===== src/rtl/tls_monitor.sv =====
// tls_monitor
// -----------
// Passive watchdog for the traffic-light controller outputs. It follows the
// observed {Gl,Yl,Rl} code and measures the length of every phase in clock
// cycles. Each measured length is compared against the programmed Gin/Yin/Rin
// duration. Sticky flags report three kinds of fault:
//   - illegal light codes
//   - illegal phase sequences
//   - duration mismatches
//
// Optional feature: define TLS_MON_ROUND_EN to build a counter of completed
// G-Y-R rounds. With it undefined, round_cnt is tied to 0.
//
// Ports:
//   clk        system clock, rising edge
//   reset      asynchronous reset, active low
//   Set        latches Gin/Yin/Rin and restarts sequence tracking
//   Stop, Jump mark the current phase as disturbed (no duration check)
//   Gin/Yin/Rin programmed green/yellow/red durations
//   Gl/Yl/Rl   observed light lines
//   err_clr    clears the sticky error flags and err_phase
//   Gmeas/Ymeas/Rmeas  last measured phase lengths (W bits)
//   meas_valid one-cycle pulse after a phase length is written
//   dur_err, seq_err, onehot_err  sticky error flags
//   err_phase  {G,Y,R} code of the phase that last set dur_err
//   round_cnt  completed rounds (R->G transitions), optional
module tls_monitor #(
    parameter int W = 8
) (
    input  logic         clk,
    input  logic         reset,
    input  logic         Set,
    input  logic         Stop,
    input  logic         Jump,
    input  logic [3:0]   Gin,
    input  logic [3:0]   Yin,
    input  logic [3:0]   Rin,
    input  logic         Gl,
    input  logic         Yl,
    input  logic         Rl,
    input  logic         err_clr,
    output logic [W-1:0] Gmeas,
    output logic [W-1:0] Ymeas,
    output logic [W-1:0] Rmeas,
    output logic         meas_valid,
    output logic         dur_err,
    output logic         seq_err,
    output logic         onehot_err,
    output logic [2:0]   err_phase,
    output logic [7:0]   round_cnt
);

    typedef enum logic [1:0] {IDLE, ST_G, ST_Y, ST_R} state_t;

    state_t       state, state_next, code_state;
    logic [W-1:0] run_len, run_len_next, run_len_inc;
    logic         disturbed, disturbed_next;
    logic [3:0]   g_t, y_t, r_t;
    logic [2:0]   code;
    logic         code_legal;
    logic         transition, seq_bad, dur_bad;
    logic [3:0]   prog_left;
    logic [2:0]   left_code;

    assign code = {Gl, Yl, Rl};

    // Next-state logic.
    // Illegal codes never move the FSM. They still count toward the current
    // phase length, because the lights are treated as staying in that phase.
    always_comb begin
        state_next     = state;
        run_len_next   = run_len;
        disturbed_next = disturbed | Stop | Jump;
        transition     = 1'b0;
        seq_bad        = 1'b0;
        dur_bad        = 1'b0;
        code_legal     = 1'b0;
        code_state     = IDLE;
        prog_left      = 4'd0;
        left_code      = 3'b000;
        run_len_inc    = (run_len == {W{1'b1}}) ? run_len : run_len + W'(1);

        case (code)
            3'b100:  begin code_legal = 1'b1; code_state = ST_G; end
            3'b010:  begin code_legal = 1'b1; code_state = ST_Y; end
            3'b001:  begin code_legal = 1'b1; code_state = ST_R; end
            default: ;
        endcase

        case (state)
            ST_G:    begin prog_left = g_t; left_code = 3'b100; end
            ST_Y:    begin prog_left = y_t; left_code = 3'b010; end
            ST_R:    begin prog_left = r_t; left_code = 3'b001; end
            default: ;
        endcase

        if (code_legal) begin
            if (state == IDLE) begin
                state_next   = code_state;
                run_len_next = W'(1);
            end else if (code_state == state) begin
                run_len_next = run_len_inc;
            end else begin
                transition     = 1'b1;
                state_next     = code_state;
                run_len_next   = W'(1);
                disturbed_next = Stop | Jump;
                // A jump may go to red from any phase. It is only accepted if
                // the phase being left was marked disturbed.
                seq_bad = !((state == ST_G && code_state == ST_Y) ||
                            (state == ST_Y && code_state == ST_R) ||
                            (state == ST_R && code_state == ST_G) ||
                            (code_state == ST_R && disturbed));
                // A zero programmed duration disables the check for that phase.
                dur_bad = !disturbed && (prog_left != 4'd0) &&
                          (run_len != W'(prog_left));
            end
        end else if (state != IDLE) begin
            run_len_next = run_len_inc;
        end
    end

    // State, measurement and error registers.
    // Set leaves the measured outputs and the error flags untouched.
    // Error flags are updated after the err_clr clear, so an error detected
    // in the same cycle as err_clr still ends up set.
    always_ff @(posedge clk or negedge reset) begin
        if (!reset) begin
            state      <= IDLE;
            run_len    <= '0;
            disturbed  <= 1'b1;
            g_t        <= 4'd0;
            y_t        <= 4'd0;
            r_t        <= 4'd0;
            Gmeas      <= '0;
            Ymeas      <= '0;
            Rmeas      <= '0;
            meas_valid <= 1'b0;
            dur_err    <= 1'b0;
            seq_err    <= 1'b0;
            onehot_err <= 1'b0;
            err_phase  <= 3'b000;
        end else if (Set) begin
            g_t        <= Gin;
            y_t        <= Yin;
            r_t        <= Rin;
            state      <= IDLE;
            run_len    <= '0;
            disturbed  <= 1'b1;
            meas_valid <= 1'b0;
        end else begin
            state      <= state_next;
            run_len    <= run_len_next;
            disturbed  <= disturbed_next;
            meas_valid <= transition;
            if (transition) begin
                case (state)
                    ST_G:    Gmeas <= run_len;
                    ST_Y:    Ymeas <= run_len;
                    ST_R:    Rmeas <= run_len;
                    default: ;
                endcase
            end
            if (err_clr) begin
                dur_err    <= 1'b0;
                seq_err    <= 1'b0;
                onehot_err <= 1'b0;
                err_phase  <= 3'b000;
            end
            if (!code_legal) onehot_err <= 1'b1;
            if (seq_bad) seq_err <= 1'b1;
            if (dur_bad) begin
                dur_err   <= 1'b1;
                err_phase <= left_code;
            end
        end
    end

`ifdef TLS_MON_ROUND_EN
    // A round is complete at each red-to-green transition.
    // The counter wraps naturally at 255.
    always_ff @(posedge clk or negedge reset) begin
        if (!reset) begin
            round_cnt <= 8'd0;
        end else if (Set) begin
            round_cnt <= 8'd0;
        end else if (transition && state == ST_R && state_next == ST_G) begin
            round_cnt <= round_cnt + 8'd1;
        end
    end
`else
    assign round_cnt = 8'd0;
`endif

endmodule


===== config.mk =====
export PLATFORM = sky130hd
export DESIGN_NAME = tls_monitor
export DESIGN_NICKNAME = d
export VERILOG_FILES = /design/src/rtl/tls_monitor.sv
export SDC_FILE = /design/constraint.sdc
export NUM_CORES = 1
export LEC_CHECK = 0
export BUFFER_PORTS_ARGS = -buffer_cell sky130_fd_sc_hd__buf_2
export CORE_UTILIZATION = 53
export CTS_CLUSTER_DIAMETER = 60
export DETAILED_ROUTE_END_ITERATION = 10
export GPL_ROUTABILITY_DRIVEN = 0
export MAX_ROUTING_LAYER = met4
export PLACE_DENSITY = 0.79
export SYNTH_ARGS = -nofsm -noshare
export SYNTH_HDL_FRONTEND = slang
export SYNTH_SLANG_ARGS = --single-unit

===== constraint.sdc =====
create_clock -name clk -period 2.3 [get_ports clk]
set_input_delay 0.115 -clock clk [delete_from_list [all_inputs] [get_ports clk]]
set_output_delay 0.115 -clock clk [all_outputs]
set_load 0.02 [all_outputs]

Yosys cells after proc, flatten, opt, wreduce, memory -nomap -nowiden
Index checks and enable logic that the tools add are counted.

cells by class
  muxes and demuxes = 34
  $add $sub $neg = 1
  bitwise logic cells = 4
  multipliers = 0
  magnitude comparators = 0
  reductions and logical operators = 26
  div/mod/pow operators = 0
  shift-type cells = 0
  eq/ne operators = 14

operator list
  kind                 count
  $mux 8               6
  $mux 1               19
  $pmux 4 s3           1
  $pmux 3 s3           1
  $reduce_and 3->1     3
  $add 8x1->8 const B  1
  $eq 2x2->1 const B   4
  $eq 8x8->1 const B   1
  $mux 2               4
  $ne 8x4->1           1
  $reduce_and 2->1     4
  $reduce_bool 2->1    4
  $logic_and 1x1->1    6
  $mux 3               2
  $pmux 2 s3           1
  $eq 2x1->1 const B   2
  $reduce_bool 4->1    1
  $eq 3x1->1 const B   1
  $eq 3x2->1 const B   1
  $eq 3x3->1 const B   1
  $logic_or 1x1->1     3
  $ne 3x3->1 const B   1
  $or 1x1->1           3
  $reduce_bool 3->1    1
  6 further kinds      7

word-level totals
  logic and storage cells = 93
  input bits = 21
  RAM bits = 0
  ROM bits = 0
  output and inout bits = 39
  latch bits = 0
  register bits after elaboration = 54
  memories = 0

Depth between registers and ports, before layout
Gate-level depths: netlist (run 1).

  depth in word-level cells = 13
  mapped depth = 7
  depth with buffers taken out = 7

Worst setup path before layout (run 1)
OpenSTA, ideal clock, no wires.

  kind = flip-flop to flip-flop
  start point = register state[1]
  end point = register err_phase[1]
  required time = 2.220 ns
  cell stages (with the launch flop) = 8
  library setup time = 0.080 ns
  path slack = 0.286 ns
  arrival = 1.934 ns
  cell sequence = dfrtp_1 buf_6 nand2b_4 a211oi_2 nor2_2 or4_4 a31oi_4 mux2i_1

on the way
  cells in the longest elaborated chain, start to end = 10

ends and longest elaborated chain
  element                                   line  RTL
  start, declared                           55    state_t state, state_next, code_state;
  start signal, assigned                    152   state <= state_next;
  $eq 2x2->1 or $eq 2x1->1 (tied branches)  90    case (state)
  $pmux 4 s3                                90
  $reduce_bool 4->1                         115   dur_bad = !disturbed && (prog_left != 4'd0) &&
  $logic_and 1x1->1 (2 in series)           115
  $mux 1                                    101   end else if (code_state == state) begin
  $mux 1                                    98    if (state == IDLE) begin
  $mux 1                                    97    if (code_legal) begin
  $reduce_bool 2->1 (no line)               --
  $reduce_and 2->1 (no line)                --
  end signal, assigned                      174   err_phase <= left_code;
  end, declared                             49    output logic [2:0] err_phase,

Parallel ways exist; a longest one is shown, timed or not.
A chain may end at the register's enable or synchronous reset.

Worst setup path in the final report (run 1)
  start point = register state[0]
  end point = register err_phase[1]

The elaborated chain is that of the path after synthesis.

==> flow_metrics.env, run 1 <==
export IMPL_yosysWarningCount=0
export IMPL_ios=60
export IMPL_wirelength_um=4790
export IMPL_critical_path_class="flip-flop to flip-flop"
export IMPL_synth_edf_count=0
export IMPL_met1_usage=0.290
export IMPL_holdCritPathClass="primary input to flip-flop"
export IMPL_multi_input_area_sq_mm=0.00116
export IMPL_synth_compound_area_frac=0.0805
export IMPL_leakagePower_nw=1.54
export IMPL_worst_setup_path_start_kind="flip-flop"
export IMPL_ant_nets=0
export IMPL_synth_flop_cell="dfrtp_1"
export IMPL_peakVddDrop_mv=0.413
export IMPL_numCtsBuffers=5
export IMPL_netlist_area_sq_mm=0.00261
export IMPL_clock_root_buffer="clkbuf_8"
export IMPL_grt_max_degree=55
export IMPL_wire_per_inst_um=14.2
export IMPL_avgSynthCellArea_sq_um=12.4
export IMPL_cp_arrival_ps=2340
export IMPL_combPwrFrac=0.146
export IMPL_max_stage_delay_ps=510
export IMPL_clockBufferDepth=2
export IMPL_grt_usage=0.210
export IMPL_hold_viol_final=0
export IMPL_synth_top_area_share=0.508
export IMPL_crit_fanout=11
export IMPL_synth_fa_ha_area_frac=0.00479
export IMPL_critPathSlowestCell="or4_4"
export IMPL_clkLatencyLatePin_ps=300
export IMPL_design_die_area_sq_mm=0.00521
export IMPL_tns_ps=0
export IMPL_detail_route_first_pass_iterations=7
export IMPL_drive_above_1_share=0.411
export IMPL_crit_buf_inv=0
export IMPL_hpwl_um=3400
export IMPL_slew_headroom=0.553
export IMPL_die_x_um=72.2
export IMPL_synth_top_family_by_area="multiplexers"
export IMPL_post_route_util=0.646
export IMPL_maxCapViolations=0
export IMPL_end_kind="flip-flop"
export IMPL_fin_cells=337
export IMPL_synth_seq_cells=54
export IMPL_h_tree_depth=2
export IMPL_io_buffers=51
export IMPL_fmax_mhz=471
export IMPL_synth_distinct_cells=52
export IMPL_violations="DRC"
export IMPL_yosysSeqAreaShare=0.518
export IMPL_seqCellArea_sq_mm=0.00136
export IMPL_drv_slew=0
export IMPL_diodes=0
export IMPL_status="complete, but fails checks"
export IMPL_antenna_found_initial=0
export IMPL_coreArea_sq_mm=0.00472
export IMPL_fillers=387
export IMPL_required_ps=2520
export IMPL_overflow=0
export IMPL_dp_cells=327
export IMPL_grt_pass1_vias=1680
export IMPL_path_cells="nand2b_1 > a211oi_2 > nor2_2 > or4_4 > a31oi_4 > mux2i_1"
export IMPL_async_reset_ff_frac=1.00
export IMPL_netlist_instances=211
export IMPL_die_h_um=72.2
export IMPL_p_sw_uw=473
export IMPL_grt_pass1_wl_um=8080
export IMPL_swShare=0.264
export IMPL_area_growth_synth_to_final_pct=16.9
export IMPL_yosysTopAreaCell="dfrtp_1"
export IMPL_powerDensity_mw_per_mm2=588
export IMPL_finalCritPeriodShare=0.923
export IMPL_drcViolationCount=2
export IMPL_yosys_area_share_simple=0.128
export IMPL_drtIter0Drc=142
export IMPL_tightest_slew_ps=671
export IMPL_yosys_top_cells_count="dfrtp_1 (53), mux2_2 (31), nor2_1 (13)"
export IMPL_grt_busiest_layer="met2"
export IMPL_clkPwrFrac=0.284
export IMPL_path_delay_family="simple AND/OR/NAND/NOR gates"
export IMPL_dr_total_vias=1778
export IMPL_cts_sinks=54
export IMPL_cts_tree="done"
export IMPL_p_int_mw=1.32
export IMPL_yosys_top_cells_area="dfrtp_1 (51%), mux2_2 (13%), mux2_1 (3.4%)"
export IMPL_synth_most_common_cell="dfrtp_1"
export IMPL_finalSetupViolCount=0
export IMPL_rsz0062_at_grt="false"
export IMPL_synth_xor_area_frac=0.0302
export IMPL_met3_usage=0.0431
export IMPL_muxShareOfSynthArea=0.191
export IMPL_nets=291
export IMPL_met2_usage=0.321
export IMPL_seqPwrFrac=0.570
export IMPL_rows=25
export IMPL_start_util=0.553
export IMPL_final_min_clock_period_ps=2120
export IMPL_clk_pin_slew_ps=90
export IMPL_vias_per_cell=5.28
export IMPL_clock_skew_final_ps=8.43
==> stage by stage <==
step	cell area [sq um]	setup WS (ps)	total power [mW]	hold slack (ps)
detailed placement	2940	88.9	1.30	277
CTS	3040	64.8	1.81	3.73
floorplan	2640	286	1.22	-181
global route	3050	67.0	1.89	6.31
global placement	2940	198	1.29	273
finish	3050	177	1.79	18.1
==> cells by family after synthesis <==
group,after synthesis
flops,54
fa+ha+maj,1
simple gates,54
compound gates,26
mux,45
other cells,1
buf+inv,21
xor+xnor,9
==> state kept, by name, summed over array words and instances, names as in the netlist <==
signal	cells
Gmeas	8
Rmeas	8
Ymeas	8
run_len	8
g_t	4
r_t	4
y_t	4
err_phase	3
state	2
disturbed	1
dur_err	1
meas_valid	1
onehot_err	1
seq_err	1
==> power by group through the flow <==
stage | Clock (mW) | Sequential (mW) | Combinational, mW
6_report | 0.509 | 1.02 | 0.262
5_1_grt | 0.570 | 1.03 | 0.289
4_1_cts | 0.528 | 1.02 | 0.262
2_1_floorplan | 0 | 1.05 | 0.171
3_5_place_dp | 0 | 1.04 | 0.260
3_3_place_gp | 0 | 1.04 | 0.255
==> cell type report <==
class	instances	area share
Clock inverter	2	0.00451
Multi-Input combinational cell	143	0.382
Inverter	1	0.00123
Tap cell	67	0.0275
Sequential cell	54	0.444
Clock buffer	6	0.0238
Timing Repair Buffer	64	0.117
==> worst paths after layout <==
check,slack (ps),to,startpoint,cells after the start
max in group asynchronous,1350,state[0],reset,3
min reg2reg,480,dur_err,dur_err,1
min in group asynchronous,460,g_t[1],reset,3
max,180,err_phase[1],state[0],6
max reg2reg,180,err_phase[1],state[0],6
min,20,disturbed,Stop,2
==> cells in the final DEF, fill, tap and decap left out, types with 3 or more instances in the layout <==
cell      synthesis  final
a21oi_1           4      4
a31oi_1           3      3
buf_2             3     51
buf_4             8     11
clkbuf_8          0      5
conb_1            1      8
dfrtp_1          53     51
mux2_1            8      8
mux2_2           31     31
mux2i_1           6      6
nand2_1           9      9
nand2b_1          4      4
nor2_1           13     13
nor3_4            3      3
xor2_1            7      7
==> per-layer routing <==
metal  share of wire  wire length, um
met5               0                0
met1            0.47             2240
met2            0.49             2360
met3           0.032              155
met4          0.0061               29
==> repair_timing <==
item                                    4_1_cts  5_1_grt
setup buffers                                 0        0
hold endpoints to repair                     53        1
resized for setup                             0        2
endpoints found under the setup margin        0        3
hold buffers                                  1        1
No activity file was read; power rests on OpenSTA's default activity.
==> run 2: changes to the inputs <==
--- a/config.mk
+++ b/config.mk
@@ -5,7 +5,7 @@
 export SDC_FILE = /design/constraint.sdc
 export NUM_CORES = 1
 export LEC_CHECK = 0
-export BUFFER_PORTS_ARGS = -buffer_cell sky130_fd_sc_hd__buf_2
+export BUFFER_PORTS_ARGS = -buffer_cell sky130_fd_sc_hd__clkbuf_2
 export CORE_UTILIZATION = 53
 export CTS_CLUSTER_DIAMETER = 60
 export DETAILED_ROUTE_END_ITERATION = 10
==> flow_metrics.env, run 2 (same netlist as run 1, synthesis figures left out) <==
export IMPL_design_die_area_sq_mm=0.00521
export IMPL_violations="DRC"
export IMPL_detail_route_first_pass_iterations=9
export IMPL_post_cts_buffers=0
export IMPL_cts_sinks=54
export IMPL_ff2ff_setup_slack_ps=190
export IMPL_layout_common_cells="dfrtp_1 (51), clkbuf_2 (51), mux2_2 (31)"
export IMPL_seqPwrFrac=0.560
export IMPL_critical_path_class="flip-flop to flip-flop"
export IMPL_drv_slew=0
export IMPL_p_sw_uw=480
export IMPL_p_int_mw=1.35
export IMPL_r2r_end="err_phase[0]"
export IMPL_clkPwrFrac=0.299
export IMPL_finalCritPeriodShare=0.919
export IMPL_cts_tree="done"
export IMPL_drcViolationCount=2
export IMPL_r2r_start="state[0]"
export IMPL_start_util=0.553
export IMPL_swShare=0.262
export IMPL_drtIter0Drc=110
export IMPL_clkLatencyLatePin_ps=310
export IMPL_final_min_clock_period_ps=2110
export IMPL_rows=25
export IMPL_overflow=0
export IMPL_clock_skew_final_ps=7.53
export IMPL_nets=291
export IMPL_clock_root_buffer="clkbuf_8"
export IMPL_grt_max_degree=55
export IMPL_grt_pass1_wl_um=7990
export IMPL_leakagePower_nw=1.52
export IMPL_io_buffers=51
export IMPL_ios=60
export IMPL_hpwl_um=3370
export IMPL_dp_slack_ps=113
export IMPL_worst_setup_path_start_kind="flip-flop"
export IMPL_crit_fanout=11
export IMPL_die_x_um=72.2
export IMPL_holdCritPathClass="primary input to flip-flop"
export IMPL_tns_ps=0
export IMPL_ant_nets=0
export IMPL_peakVddDrop_mv=0.408
export IMPL_required_ps=2530
export IMPL_coreArea_sq_mm=0.00472
export IMPL_area_growth_synth_to_final_pct=17.3
export IMPL_diodes=0
export IMPL_clk_pin_slew_ps=90
export IMPL_end_kind="flip-flop"
export IMPL_finalSetupViolCount=0
export IMPL_min_delay_start="Rin[1]"
export IMPL_p_total_mw=1.83
export IMPL_grt_pass1_vias=1694
export IMPL_drive_above_1_share=0.407
export IMPL_tightest_slew_ps=654
export IMPL_cp_startpoint="state[0]"
export IMPL_cp_arrival_ps=2350
export IMPL_combPwrFrac=0.141
export IMPL_h_tree_depth=2
export IMPL_slew_headroom=0.564
export IMPL_fmax_mhz=473
export IMPL_maxCapViolations=0
export IMPL_cp_endpoint="err_phase[0]"
export IMPL_die_h_um=72.2
export IMPL_fin_ws_ps=186
export IMPL_grt_usage=0.208
export IMPL_antenna_found_initial=0
export IMPL_status="complete, but fails checks"
export IMPL_dr_total_vias=1805
export IMPL_wirelength_um=4850
export IMPL_hold_viol_final=0
export IMPL_clockBufferDepth=2
export IMPL_wire_per_inst_um=14.4
export IMPL_vias_per_cell=5.36
export IMPL_numCtsBuffers=5
export IMPL_r2r_cells=6
export IMPL_powerDensity_mw_per_mm2=598
export IMPL_rsz0062_at_grt="false"
[run 2: cell count changes in the layout (fill, tap and decap cells not counted)]
cell	before	now
clkinv_2	1	0
dlygate4sd3_1	2	3
inv_6	0	1
clkinv_4	1	0
buf_4	11	10
clkbuf_8	5	6
buf_2	51	0
clkbuf_2	0	51
[run 2: worst max-delay path, stage by stage (launching register included)]
cell and delay [ps]:
dfrtp_2 480, nand2b_1 210, a211oi_2 250, nor2_2 140, or4_4 510, a31oi_4 240
mux2i_1 210
[run 2: metrics by stage]
stage                     cells   util  area [sq um]  hold slack [ps]
final                       337  0.648          3060             31.2
after detailed placement    326  0.621          2940              277
after global placement      326  0.621          2940              271
after global routing        337  0.648          3060             29.3
after floorplan             218      -          2640             -181
after CTS                   336  0.646          3050             4.37
[run 2: worst min-delay path by stage]
stage | depth (start not counted) | endpoint | slack, ps
after CTS | 2 | disturbed | 4
after global routing | 2 | g_t[2] | 30
after floorplan | 0 | Gmeas[0] | -180
after global placement | 2 | r_t[3] | 270
final | 2 | r_t[1] | 30
after detailed placement | 2 | r_t[3] | 280
[run 2: power by group through the flow]
stage	logic [mW]	clock network, mW	registers, mW
after floorplan	0.171	0	1.05
after global placement	0.248	0	1.04
after detailed placement	0.254	0	1.04
after CTS	0.259	0.564	1.02
after global routing	0.285	0.600	1.03
final	0.258	0.549	1.02
[run 2: routing by layer]
layer,GRT usage,vias to the layer above,wire length (um),share of wire
li1,-,853,-,-
met1,0.283,881,2300,0.48
met3,0.0458,12,211,0.044
met2,0.300,59,2220,0.46
met4,0.0959,0,114,0.024
met5,-,-,0,0
[run 2: area by class of cell]
type	instances	area (sq um)
Inverter	1	3.75
Clock buffer	7	86.3
Tap cell	67	83.8
Timing Repair Buffer	64	360
Multi-Input combinational cell	143	1160
Fill cell	376	1660
Sequential cell	54	1360
Clock inverter	1	8.76
[run 2: timing repair]
item / in CTS / in global routing
hold buffers: 2 / 1
setup endpoints to repair: 0 / 4
gates resized for setup: 0 / 2
hold endpoints to repair: 54 / 1
==> run 3: changes to the inputs <==
==> constraint.sdc (replaced) <==
create_clock -name clk -period 2.3 [get_ports clk]
set_input_delay 0.46 -clock clk [delete_from_list [all_inputs] [get_ports clk]]
set_output_delay 0.46 -clock clk [all_outputs]
set_load 0.02 [all_outputs]
==> flow_metrics.env, run 3 (same netlist as run 1, synthesis figures left out) <==
export IMPL_io_buffers=51
export IMPL_path_delay_family="simple AND/OR/NAND/NOR gates"
export IMPL_drive_above_1_share=0.420
export IMPL_violations="DRC"
export IMPL_post_route_util=0.651
export IMPL_clk_pin_slew_ps=90
export IMPL_wire_per_inst_um=14.4
export IMPL_fin_cells=336
export IMPL_tightest_slew_ps=656
export IMPL_clkLatencyLatePin_ps=310
export IMPL_slew_headroom=0.563
export IMPL_crit_fanout=11
export IMPL_powerDensity_mw_per_mm2=632
export IMPL_leakagePower_nw=1.53
export IMPL_drtIter0Drc=104
export IMPL_dr_total_vias=1790
export IMPL_critical_path_class="flip-flop to flip-flop"
export IMPL_rsz0062_at_grt="false"
export IMPL_fmax_mhz=467
export IMPL_finalCritPeriodShare=0.931
export IMPL_antenna_found_initial=0
export IMPL_die_h_um=72.2
export IMPL_holdCritPathClass="primary input to async pin"
export IMPL_drcViolationCount=2
export IMPL_path_cells="nand2b_1 > a211oi_2 > nor2_2 > or4_4 > a31oi_4 > mux2i_1"
export IMPL_detail_route_first_pass_iterations=9
export IMPL_required_ps=2520
export IMPL_nets=290
export IMPL_cts_tree="done"
export IMPL_grt_max_degree=55
export IMPL_grt_pass1_wl_um=8160
export IMPL_dp_cells=328
export IMPL_maxCapViolations=0
export IMPL_wirelength_um=4840
export IMPL_end_kind="flip-flop"
export IMPL_cp_arrival_ps=2360
export IMPL_drv_slew=0
export IMPL_crit_buf_inv=0
export IMPL_max_stage_delay_ps=510
export IMPL_h_tree_depth=2
export IMPL_grt_usage=0.212
export IMPL_ctsResizeCount=0
export IMPL_grt_pass1_vias=1636
export IMPL_vias_per_cell=5.33
export IMPL_overflow=0
export IMPL_hold_viol_final=0
export IMPL_ios=60
export IMPL_diodes=0
export IMPL_design_die_area_sq_mm=0.00521
export IMPL_clock_root_buffer="clkbuf_8"
export IMPL_status="complete, but fails checks"
export IMPL_placed_cell_area_sq_mm=0.00295
export IMPL_cts_hold_fix_buffers=0
export IMPL_critPathSlowestCell="or4_4"
export IMPL_clock_skew_final_ps=8.73
export IMPL_design_area_sq_mm=0.00307
export IMPL_area_growth_synth_to_final_pct=17.7
export IMPL_post_cts_buffers=0
export IMPL_finalSetupViolCount=0
export IMPL_final_min_clock_period_ps=2140
export IMPL_tns_ps=0
export IMPL_worst_setup_path_start_kind="flip-flop"
export IMPL_clockBufferDepth=2
export IMPL_cts_sinks=54
export IMPL_peakVddDrop_mv=0.435
export IMPL_hold_slack_ps=253
export IMPL_die_x_um=72.2
export IMPL_layout_common_cells="dfrtp_1 (51), clkbuf_2 (51), mux2_2 (31)"
export IMPL_numCtsBuffers=5
export IMPL_ant_nets=0
export IMPL_hpwl_um=3310
export IMPL_start_util=0.553
export IMPL_coreArea_sq_mm=0.00472
export IMPL_rows=25
[run 3: final timing paths]
kind / start / to / slack (ps) / cells after the start
max: state[0] / err_phase[2] / 160 / 6
min: reset / y_t[3] / 250 / 2
max reg2reg: state[0] / err_phase[2] / 160 / 6
min reg2reg: dur_err / dur_err / 480 / 1
max in group asynchronous: reset / state[1] / 1580 / 2
min in group clk: Jump / disturbed / 360 / 2
[run 3: final cells by class]
cell class | instances | area [sq um]
clock buffer | 6 | 82.6
clock inverter | 2 | 38.8
fill | 356 | 1650
inverter | 1 | 3.75
multi-input combinational | 143 | 1160
sequential | 54 | 1360
tap | 67 | 83.8
timing repair buffer | 63 | 345
[run 3: report_power, final]
part           total (mW)  switching, mW  internal, mW  leakage, nW
sequential           1.02         0.0323         0.991        0.713
combinational       0.260          0.149         0.112        0.755
clock               0.659          0.301         0.358       0.0618
total                1.94          0.482          1.46         1.53
[run 3: routing by layer]
| metal | up-vias | GRT usage | wire, um |
|---|---|---|---|
| met4 | 0 | 0.0654 | 40 |
| li1 | 856 | - | - |
| met1 | 878 | 0.286 | 2300 |
| met5 | - | - | 0 |
| met2 | 51 | 0.333 | 2350 |
| met3 | 5 | 0.0347 | 149 |
[run 3: metrics by stage]
step	power (mW)	setup slack [ps]
after floorplan	1.22	236
after global placement	1.29	122
after detailed placement	1.30	35.0
after CTS	1.96	43.1
after global routing	2.02	31.8
final	1.94	160
